$ cat config.mk
export PLATFORM = sky130hd
export DESIGN_NAME = mem_read_arbiter
export DESIGN_NICKNAME = d
export VERILOG_FILES = /design/src/rtl/mem_read_arbiter.sv
export SDC_FILE = /design/constraint.sdc
export NUM_CORES = 1
export LEC_CHECK = 0
export CAP_MARGIN = 10
export CELL_PAD_IN_SITES_DETAIL_PLACEMENT = 0
export CELL_PAD_IN_SITES_GLOBAL_PLACEMENT = 2
export CORE_AREA = 2 2 144 181
export DETAILED_ROUTE_END_ITERATION = 6
export DIE_AREA = 0 0 146 183
export MAX_ROUTING_LAYER = met4
export PLACE_DENSITY = 0.79
export SLEW_MARGIN = 10
export SYNTH_ARGS = -nofsm -noshare
export SYNTH_HDL_FRONTEND = slang
export SYNTH_SLANG_ARGS = --single-unit
$ cat constraint.sdc
create_clock -name clk -period 1.8 [get_ports clk]
set_input_delay 0.36 -clock clk [delete_from_list [all_inputs] [get_ports clk]]
set_output_delay 0.36 -clock clk [all_outputs]
set_load 0.01 [all_outputs]
$ cat src/rtl/mem_read_arbiter.sv
// Two-port round-robin read arbiter in front of one fixed-latency memory.
// One transaction is in flight at a time; each takes MEM_LATENCY+3 cycles.
module mem_read_arbiter #(
   parameter int unsigned MEM_LATENCY = 1,
   parameter int unsigned ADDR_W      = 32
) (
   input  logic              clk,
   input  logic              resetn,
   input  logic [ADDR_W-1:0] p0_addr,
   input  logic              p0_rstrb,
   output logic [31:0]       p0_rdata,
   output logic              p0_rvalid,
   output logic              p0_rbusy,
   input  logic [ADDR_W-1:0] p1_addr,
   input  logic              p1_rstrb,
   output logic [31:0]       p1_rdata,
   output logic              p1_rvalid,
   output logic              p1_rbusy,
   output logic [ADDR_W-1:0] mem_addr,
   output logic              mem_rstrb,
   input  logic [31:0]       mem_rdata,
   output logic              mem_owner
);

   typedef enum logic [1:0] {
      StIdle,
      StIssue,
      StWait,
      StResp
   } state_t;

   localparam logic [3:0] LatLoad = 4'(MEM_LATENCY - 1);

   state_t            r_state;
   logic [3:0]        r_cnt;
   logic              r_owner;
   logic [ADDR_W-1:0] r_mem_addr;
   logic              r_mem_rstrb;
   logic [1:0]        r_pend;
   logic [1:0]        r_busy;
   logic [1:0]        r_rvalid;
   logic [ADDR_W-1:0] r_addr  [2];
   logic [31:0]       r_rdata [2];

   logic [1:0]        w_rstrb;
   logic [ADDR_W-1:0] w_addr_in [2];
   logic [1:0]        w_accept;
   logic              w_grant;
   logic              w_grant_idx;
   logic              w_resp_enter;

   assign w_rstrb      = {p1_rstrb, p0_rstrb};
   assign w_addr_in[0] = p0_addr;
   assign w_addr_in[1] = p1_addr;

   // A strobe is only taken while the port has nothing outstanding.
   assign w_accept     = w_rstrb & ~r_busy;
   assign w_grant      = (r_state == StIdle) && (r_pend != 2'b00);
   // On a tie the port that was not served last wins.
   assign w_grant_idx  = (r_pend == 2'b11) ? ~r_owner : r_pend[1];
   assign w_resp_enter = (r_state == StWait) && (r_cnt == 4'd0);

   always_ff @(posedge clk or negedge resetn) begin
      if (!resetn) begin
         r_state     <= StIdle;
         r_cnt       <= 4'd0;
         r_owner     <= 1'b1;
         r_mem_addr  <= '0;
         r_mem_rstrb <= 1'b0;
      end else begin
         unique case (r_state)
            StIdle: begin
               if (w_grant) begin
                  r_state     <= StIssue;
                  r_owner     <= w_grant_idx;
                  r_mem_addr  <= r_addr[w_grant_idx];
                  r_mem_rstrb <= 1'b1;
               end
            end
            StIssue: begin
               r_state     <= StWait;
               r_cnt       <= LatLoad;
               r_mem_rstrb <= 1'b0;
            end
            StWait: begin
               if (r_cnt == 4'd0) begin
                  r_state <= StResp;
               end else begin
                  r_cnt <= r_cnt - 4'd1;
               end
            end
            StResp: begin
               r_state <= StIdle;
            end
            default: begin
               r_state     <= StIdle;
               r_mem_rstrb <= 1'b0;
            end
         endcase
      end
   end

   always_ff @(posedge clk or negedge resetn) begin
      if (!resetn) begin
         r_pend   <= 2'b00;
         r_busy   <= 2'b00;
         r_rvalid <= 2'b00;
         for (int i = 0; i < 2; i++) begin
            r_addr[i]  <= '0;
            r_rdata[i] <= 32'd0;
         end
      end else begin
         for (int i = 0; i < 2; i++) begin
            r_rvalid[i] <= w_resp_enter && (r_owner == i[0]);
            if (w_resp_enter && (r_owner == i[0])) begin
               r_busy[i]  <= 1'b0;
               r_rdata[i] <= mem_rdata;
            end
            if (w_grant && (w_grant_idx == i[0])) begin
               r_pend[i] <= 1'b0;
            end
            // Accept cannot collide with grant or response: both need busy=1.
            if (w_accept[i]) begin
               r_pend[i] <= 1'b1;
               r_busy[i] <= 1'b1;
               r_addr[i] <= w_addr_in[i];
            end
         end
      end
   end

   assign p0_rdata  = r_rdata[0];
   assign p1_rdata  = r_rdata[1];
   assign p0_rvalid = r_rvalid[0];
   assign p1_rvalid = r_rvalid[1];
   assign p0_rbusy  = r_busy[0];
   assign p1_rbusy  = r_busy[1];
   assign mem_addr  = r_mem_addr;
   assign mem_rstrb = r_mem_rstrb;
   assign mem_owner = r_owner;

endmodule

### Word-level counts from Yosys, hierarchy flattened

Cells that the tools add are included.

* word-level logic and storage cells: 66
* bits in writable memories: 0
* memory bits (read-only): 0
* output and inout bits: 102
* bits in registers: 174
* memories: 0
* input bits: 100
* latch bits: 0

* multipliers: 0
* shift-type cells: 0
* bitwise logic cells: 5
* equality and inequality tests: 7
* divide/modulo/power cells: 0
* muxes and demuxes: 19
* add/sub/neg operators: 1
* reductions and logical operators: 19
* $lt $le $gt $ge: 1

Operators with widths (number)
* two-way mux 32 bit: 3
* nonzero test 2 bit: 7
* two-way mux 1 bit: 10
* one-hot mux 2 bit (4 select lines): 1
* one-hot mux 4 bit (2 select lines): 1
* AND reduction 2 bit: 4
* equality test 2 bit, second input constant: 3
* logical AND 1 bit: 6
* logical NOT 4 bit: 1
* two-way mux 2 bit: 2
* two-way mux 4 bit: 1
* inequality test 2 bit, second input constant: 2
* subtractor 4 x 1 -> 4 bit, second input constant: 1
* AND 2 bit: 1
* equality test 2 x 1 -> 1 bit, second input constant: 1
* greater-or-equal comparator 2 bit, second input constant: 1
* logical NOT 2 bit: 1
* inequality test 2 x 1 -> 1 bit, second input constant: 1
* NOT 1 bit: 2
* NOT 1 -> 2 bit: 1
* NOT 2 bit: 1
* one-hot mux 1 bit (2 select lines): 1

### Depth between registers and ports, before layout

Gate-level depths: netlist of the first run.

* word-level depth: 6
* mapped depth: 6
* gate-level depth less buffers: 5

### Worst setup path before layout of the first run

OpenSTA, ideal clock, no wires.

* path type: register -> register
* start: register r_cnt[0]
* end: register r_rdata, in the netlist p0_rdata[10]
* data arrival time: 1820 ps
* period minus slack after synthesis: 1945 ps
* setup slack: -145 ps
* setup time: 125 ps
* stages on the path, launching flop included: 7
* buffers on the path: 1
* data required time: 1675 ps
* cells stage by stage: dfrtp_1 > inv_1 > ha_1 > or3b_4 > nor3_4 > buf_6 > mux2_2

* cells in the longest elaborated chain, start to end: 3

Ends and longest elaborated chain
* from (decl): line 35 `logic [3:0] r_cnt;`
* from (signal assigned): line 82 `r_cnt <= LatLoad;`
* from (signal assigned): line 89 `r_cnt <= r_cnt - 4'd1;`
* logical NOT 4 bit: line 61 `assign w_resp_enter = (r_state == StWait) && (r_cnt == 4'd0);`
* logical AND 1 bit: line 61
* logical AND 1 bit: line 115 `if (w_resp_enter && (r_owner == i[0])) begin`
* to (signal, indexed assignment): line 117 `r_rdata[i] <= mem_rdata;`
* to (decl): line 43 `logic [31:0] r_rdata [2];`

No other way between the ends.
A chain may end at the register's enable or synchronous reset.

### Worst setup path in the final report of the first run

* start: register r_cnt[0]
* end: register r_rdata, in the netlist p0_rdata[24]

Same word-level chain as after synthesis.

==> results of run 1 <==
[worst max-delay path: stages, from the launching register on]
cell and delay [ns]:
dfrtp_1 0.39, inv_2 0.08, ha_4 0.13, or3b_4 0.39, nor3_4 0.15, buf_12 0.24
mux2_2 0.36
[worst paths after layout]
| kind | start | endpoint | cells past startpoint | slack, ns |
|---|---|---|---|---|
| max | r_cnt[0] | p0_rdata[24] | 6 | -0.09 |
| min | resetn | p1_rdata[18] | 2 | 0.44 |
| max reg2reg | r_cnt[0] | p0_rdata[24] | 6 | -0.09 |
| min reg2reg | r_addr[58] | mem_addr[26] | 2 | 0.49 |
| max in group asynchronous | resetn | mem_owner | 3 | 0.76 |
| min in group clk | r_addr[58] | mem_addr[26] | 2 | 0.49 |
[layout make-up]
class	instances	area, µm²
well taps	335	419
flip-flops and latches	174	4360
fillers	2442	14800
diodes	2	5.00
repair buffers	232	2360
multi-input cells	297	2440
clock buffers	19	453
clock inverters	13	160
inverters	7	26.3
[metal layers]
metal  wire, µm  GRT usage (%)  share of wire, %
met1       8000           17.4                45
met2       8490           21.9                47
met3       1200           4.80               6.7
met4        200           3.88               1.1
met5          0              -                 0
[sequential cells by signal (all words and copies together), names as in the netlist, 2 cells and up]
signal / cells
mem_addr: 32
p0_rdata: 32
p1_rdata: 32
r_addr: 64
r_busy: 2
r_cnt: 4
r_pend: 2
r_rvalid: 2
r_state: 2
[power breakdown]
group	total, µW	leakage (µW)	internal [µW]	switching, µW
Clock	3860	0.000300	2270	1590
Combinational	8140	0.00189	4600	3540
Sequential	6940	0.00205	5900	1040
Total	18900	0.00423	12800	6170
[per-stage QoR]
| stage | utilization (%) | hold slack, ns | power, µW | setup WS (ns) |
|---|---|---|---|---|
| after floorplan | - | 0.0644 | 11000 | -0.105 |
| after global placement | 38.1 | 0.316 | 15000 | -0.0566 |
| after detailed placement | 38.1 | 0.314 | 15200 | -0.0831 |
| after CTS | 40.6 | 0.430 | 19100 | -0.0959 |
| after global routing | 40.8 | 0.450 | 20300 | -0.165 |
| final | 40.8 | 0.440 | 18900 | -0.0856 |
[what timing repair did]
| action | in CTS | in global routing |
|---|---|---|
| setup endpoints to repair | 36 | 52 |
| endpoints found under the hold margin | 38 | 0 |
| cloned | 0 | 1 |
| resized for setup | 4 | 4 |
| hold buffers | 1 | 0 |
| setup buffers | 0 | 2 |
| pin swaps | 0 | 1 |
[logic make-up (layout without fill, tap and decap cells)]
group	after synthesis	after routing	synth area share, %
fa+ha+maj	5	5	0.912
other cells	0	2	0
flops	174	174	63.5
compound gates	75	76	6.22
xor+xnor	1	1	0.128
buf+inv	36	271	2.37
simple gates	85	85	5.56
mux	130	130	21.3
[layout by cell type, fill, tap and decap left out, drive strengths merged, types with 4 or more instances in the layout]
cell	count
nand3	11
a32oi	7
o21ai	5
ha	5
clkbuf	19
a21oi	55
clkdlybuf4s50	197
mux2	129
nand2	34
nor2b	4
clkinv	4
buf	31
dfrtp	173
inv	11
nor2	29
==> summary.txt, run 1 <==
CP Max Fanout - 34
Post-synth top area cell - dfrtp_1
Mean post-synth cell area - 13.6 µm²
IO Pins - 202
Final slew viol count - 0
Routed WL - 17.9 mm
Status - finished with violations
Crit path capture type - flip-flop
Synth Cell Area - 6860 µm²
Clk Latency, worst-skew pair - 0.43 ns
Via count - 4,747
Worst-margin pin slew - 0.732 ns
Post-DP Area - 9540 µm²
CP arrival - 2.19 ns
First-pass iteration count of the detailed router - 4
Top cell type's share of synthesized area - 63.1%
Initial antenna violation count - 2
Core area - 25,000 µm²
Clk pin slew, worst setup/hold paths - 0.07 ns
Number of global-route vias before repair - 5,016
Final worst slack - -0.0856 ns
Synthesized flop and latch total - 174
Cell area power density - 1850 nW/µm²
Clock root cell - clkbuf_16
Post-Syn Nets - 611
Total CTS buffers - 17
F_max - 530 MHz
Routed len/inst - 16.6 µm
Post-route insts no fill - 1,079
Initial DRC Count - 150
Inst Count DP - 1,041
Gate Count Post-Synth - 506
Die H - 183 µm
Final instance area - 10,200 µm²
Via/cell ratio - 4.40
Fin crit share - 105%
WS Path Type - reg -> reg
Leakage - 0.00423 µW
Initial Util - 27.4%
GR Util All Layers - 14.0%
Failing checks - negative setup slack
Number of synthesized flops with an enable pin - 0
Unrepaired setup endpoints after global routing - yes
Fin crit period - 1.89 ns
CTS H-tree depth - 4
Synth top cells by count - 173 x dfrtp_1, 127 x mux2_2, 55 x a21oi_1, 34 x nand2_1, 29 x nor2_1
Die Wd - 146 µm
CTS max path bufs - 2
Layout net count - 834
Asr flop ratio synth - 100%
Max_slew headroom - 51.0%
WP data required - 2.11 ns
Worst hold path type - in -> async
CTS tree - built
DRC viols - 0
Worst Setup Start Kind - flip-flop
Clock sinks - 174
Yosys warns - 0
Total grt overflow - 0
Clock skew - 0.0102 ns
Syn-to-layout area delta - 48.9%
Final Hold Viols - 0
Rows - 65
Distinct cell type count after synthesis - 35
Share of cells above drive strength 1 - 27.9%
MaxCap Viol Count - 0
IO Port Bufs - 201
ANT nets after route - 0
First-pass GRT wire length - 28.0 mm
Synth area leaders - dfrtp_1 63%, mux2_2 21%, a21oi_1 4.0%
Setup tns final - -2.32 ns
Setup violators final - 32
Max VDD drop - 0.000637 V
Post-synthesis sequential area ratio - 63.5%
Final HPWL DP - 11.7 mm
Routability cong. - 0.724
Largest net degree at the start of global routing - 44
Synth Flop Type - dfrtp_1
Most numerous cell in the Yosys netlist - dfrtp_1
Die area - 26,700 µm²
Power figures use the tool's default switching activity.
==> inputs of run 2 (changes only) <==
--- a/config.mk
+++ b/config.mk
@@ -8,11 +8,11 @@
 export CAP_MARGIN = 10
 export CELL_PAD_IN_SITES_DETAIL_PLACEMENT = 0
 export CELL_PAD_IN_SITES_GLOBAL_PLACEMENT = 2
-export CORE_AREA = 2 2 144 181
+export CORE_AREA = 2 2 137 172
 export DETAILED_ROUTE_END_ITERATION = 6
-export DIE_AREA = 0 0 146 183
+export DIE_AREA = 0 0 139 174
 export MAX_ROUTING_LAYER = met4
-export PLACE_DENSITY = 0.79
+export PLACE_DENSITY = 0.82
 export SLEW_MARGIN = 10
 export SYNTH_ARGS = -nofsm -noshare
 export SYNTH_HDL_FRONTEND = slang
==> constraint.sdc (replaced) <==
create_clock -name clk -period 2 [get_ports clk]
set_input_delay 0.4 -clock clk [delete_from_list [all_inputs] [get_ports clk]]
set_output_delay 0.4 -clock clk [all_outputs]
set_load 0.01 [all_outputs]
==> run 2 against run 1 <==
  * The run still ends with negative setup slack left
  * Setup slack improved by 0.033 ns
  * Clock power decreased by 6.7%
  * Non-clock buffer count decreased by 1
  * Clock skew decreased by 0.00074 ns
  * Global-route usage increased by 1.0 points
  * First-iteration DRC count decreased by 12%
  * Sequential power decreased by 8.8%
  * Total power decreased by 8.3%
  * Fmax decreased by 8.2%
  * Critical path type unchanged
  * Largest power group unchanged
  * Highest routed layer unchanged
==> summary.txt, run 2 (synthesis gave the netlist of run 1 again) <==
Status - finished with violations
Failing checks - negative setup slack
Syn-to-layout area delta - 49.3%
Core area - 22,700 µm²
Clk pin slew, worst setup/hold paths - 0.07 ns
Power share of the sequential group - 36.5%
Final HPWL DP - 12.1 mm
# diodes - 0
GR Util All Layers - 15.0%
Number of global-route vias before repair - 5,169
Initial Util - 30.3%
WS Path Type - reg -> reg
Clk pwr share - 20.7%
First-pass iteration count of the detailed router - 4
Fill cells - 2,065
Initial DRC Count - 132
Worst-margin pin slew - 1.01 ns
Clk Latency, worst-skew pair - 0.42 ns
Via/cell ratio - 4.73
Routed WL - 17.9 mm
Switching pwr - 5590 µW
Die area - 24,200 µm²
Routability cong. - 0.794
First-pass GRT wire length - 28.0 mm
ANT nets after route - 0
CP arrival - 2.35 ns
Via count - 4,859
IO Pins - 202
Max VDD drop - 0.000674 V
Combinational Power Share - 42.8%
CP Max Fanout - 5
CP most frequent cell - buf_6
Reg2reg setup slack - -0.05 ns
Cell area power density - 1700 nW/µm²
CTS max path bufs - 2
RR Startpoint - r_cnt[1]
Share of cells above drive strength 1 - 27.2%
Crit path capture type - flip-flop
Hold slack final - 0.442 ns
Most common cell after layout, fill and taps aside - clkdlybuf4s50_1
CTS tree - built
Die H - 174 µm
Setup violators final - 19
Total grt overflow - 0
Worst R2R Path Depth - 7
Max stage delay on crit path - 0.41 ns
Final instance area - 10,200 µm²
Power Internal - 11,800 µW
Fin crit period - 2.05 ns
Delay-heaviest family, CP - simple AND/OR/NAND/NOR gates
Final slew viol count - 0
Layout net count - 832
DRC viols - 0
Max_slew headroom - 32.4%
IO Port Bufs - 201
Largest net degree at the start of global routing - 55
Slowest stage cell on the critical path - dfrtp_1
Register with the most flip-flops - r_addr
Worst hold path type - in -> async
Rows - 62
Clock skew - 0.00945 ns
Unrepaired setup endpoints after global routing - yes
Clock sinks - 174
Routed len/inst - 17.5 µm
F_max - 487 MHz
Fin crit share - 103%
Switching Share - 32.2%
Max FFs per register - 64
Final worst slack - -0.0529 ns
WP data required - 2.30 ns
Worst Setup Start Kind - flip-flop
Initial antenna violation count - 0
CTS H-tree depth - 4
Worst path cell trace - inv_2, ha_4, or3b_4, nor3_4, buf_6, buf_6, mux2_1
Final Hold Viols - 0
Crit path buf inv count - 3
Most frequent cells in the layout - 200 x clkdlybuf4s50_1, 173 x dfrtp_1, 109 x mux2_2, 55 x a21oi_1, 34 x nand2_1
Leakage - 0.00430 µW
Die Wd - 139 µm
Reg2reg end - p0_rdata[19]
Post-DP Area - 9400 µm²
MaxCap Viol Count - 0
Total CTS buffers - 17
Clock root cell - clkbuf_16
run 2: stage by stage:
stage | instances | utilization [%] | setup slack (ns) | total power, µW | TNS, ns
final | 1027 | 45.2 | -0.0529 | 17400 | -0.543
after global routing | 1027 | 45.2 | -0.102 | 18400 | -1.76
after CTS | 1018 | 44.4 | 0.00222 | 17300 | 0
after detailed placement | 985 | 41.5 | -0.00233 | 13600 | -0.00556
after global placement | 985 | 41.5 | 0.0790 | 13400 | 0
after floorplan | 506 | - | 0.0547 | 9850 | 0
run 2: worst max-delay path by stage:
stage / depth (start not counted) / from / endpoint / slack, ns
after global placement: 6 / r_cnt[0] / p0_rdata[5] / 0.08
after CTS: 6 / r_cnt[1] / p0_rdata[3] / 0.002
final: 7 / r_cnt[1] / p0_rdata[19] / -0.05
after detailed placement: 6 / r_cnt[1] / p0_rdata[11] / -0.002
after global routing: 7 / r_cnt[1] / p0_rdata[19] / -0.10
after floorplan: 6 / r_cnt[0] / p0_rdata[10] / 0.05
run 2: area by class of cell:
type	count	area, µm²	share of cell area, %
clock buffers	18	439	4.29
clock inverters	13	199	1.94
inverters	7	26.3	0.257
multi-input cells	296	2460	24.1
flip-flops and latches	174	4360	42.5
well taps	288	360	3.52
repair buffers	231	2400	23.4
run 2: worst reg2reg max path, delay by kind of cell (launching register included):
family / cells / cell delay (ns)
and+or+nand+nor: 2 / 0.68
DFF: 1 / 0.41
buffers and inverters: 3 / 0.38
muxes: 1 / 0.32
adders and majority gates: 1 / 0.14
run 2: routing by layer:
layer	track usage [%]	vias up	share of wire [%]	wire (µm)
met1	17.1	2473	41	7310
li1	-	2205	-	-
met2	26.4	160	53	9480
met5	-	-	0	0
met3	3.72	21	5.0	894
met4	3.87	0	1.4	257
run 2: repair_timing:
item	4_1_cts	5_1_grt
gates resized for setup	1	28
buffers inserted	1	7
pin swaps	0	2
setup endpoints to repair	11	32
gates cloned	0	2
hold buffers	1	0
endpoints found under the hold margin	27	0
run 2: power by group through the flow:
stage | clock network (µW) | logic, µW | registers, µW
4_1_cts | 3710 | 7280 | 6340
6_report | 3600 | 7440 | 6330
2_1_floorplan | 0 | 3240 | 6620
3_3_place_gp | 0 | 7030 | 6330
3_5_place_dp | 0 | 7210 | 6420
5_1_grt | 3870 | 8010 | 6560
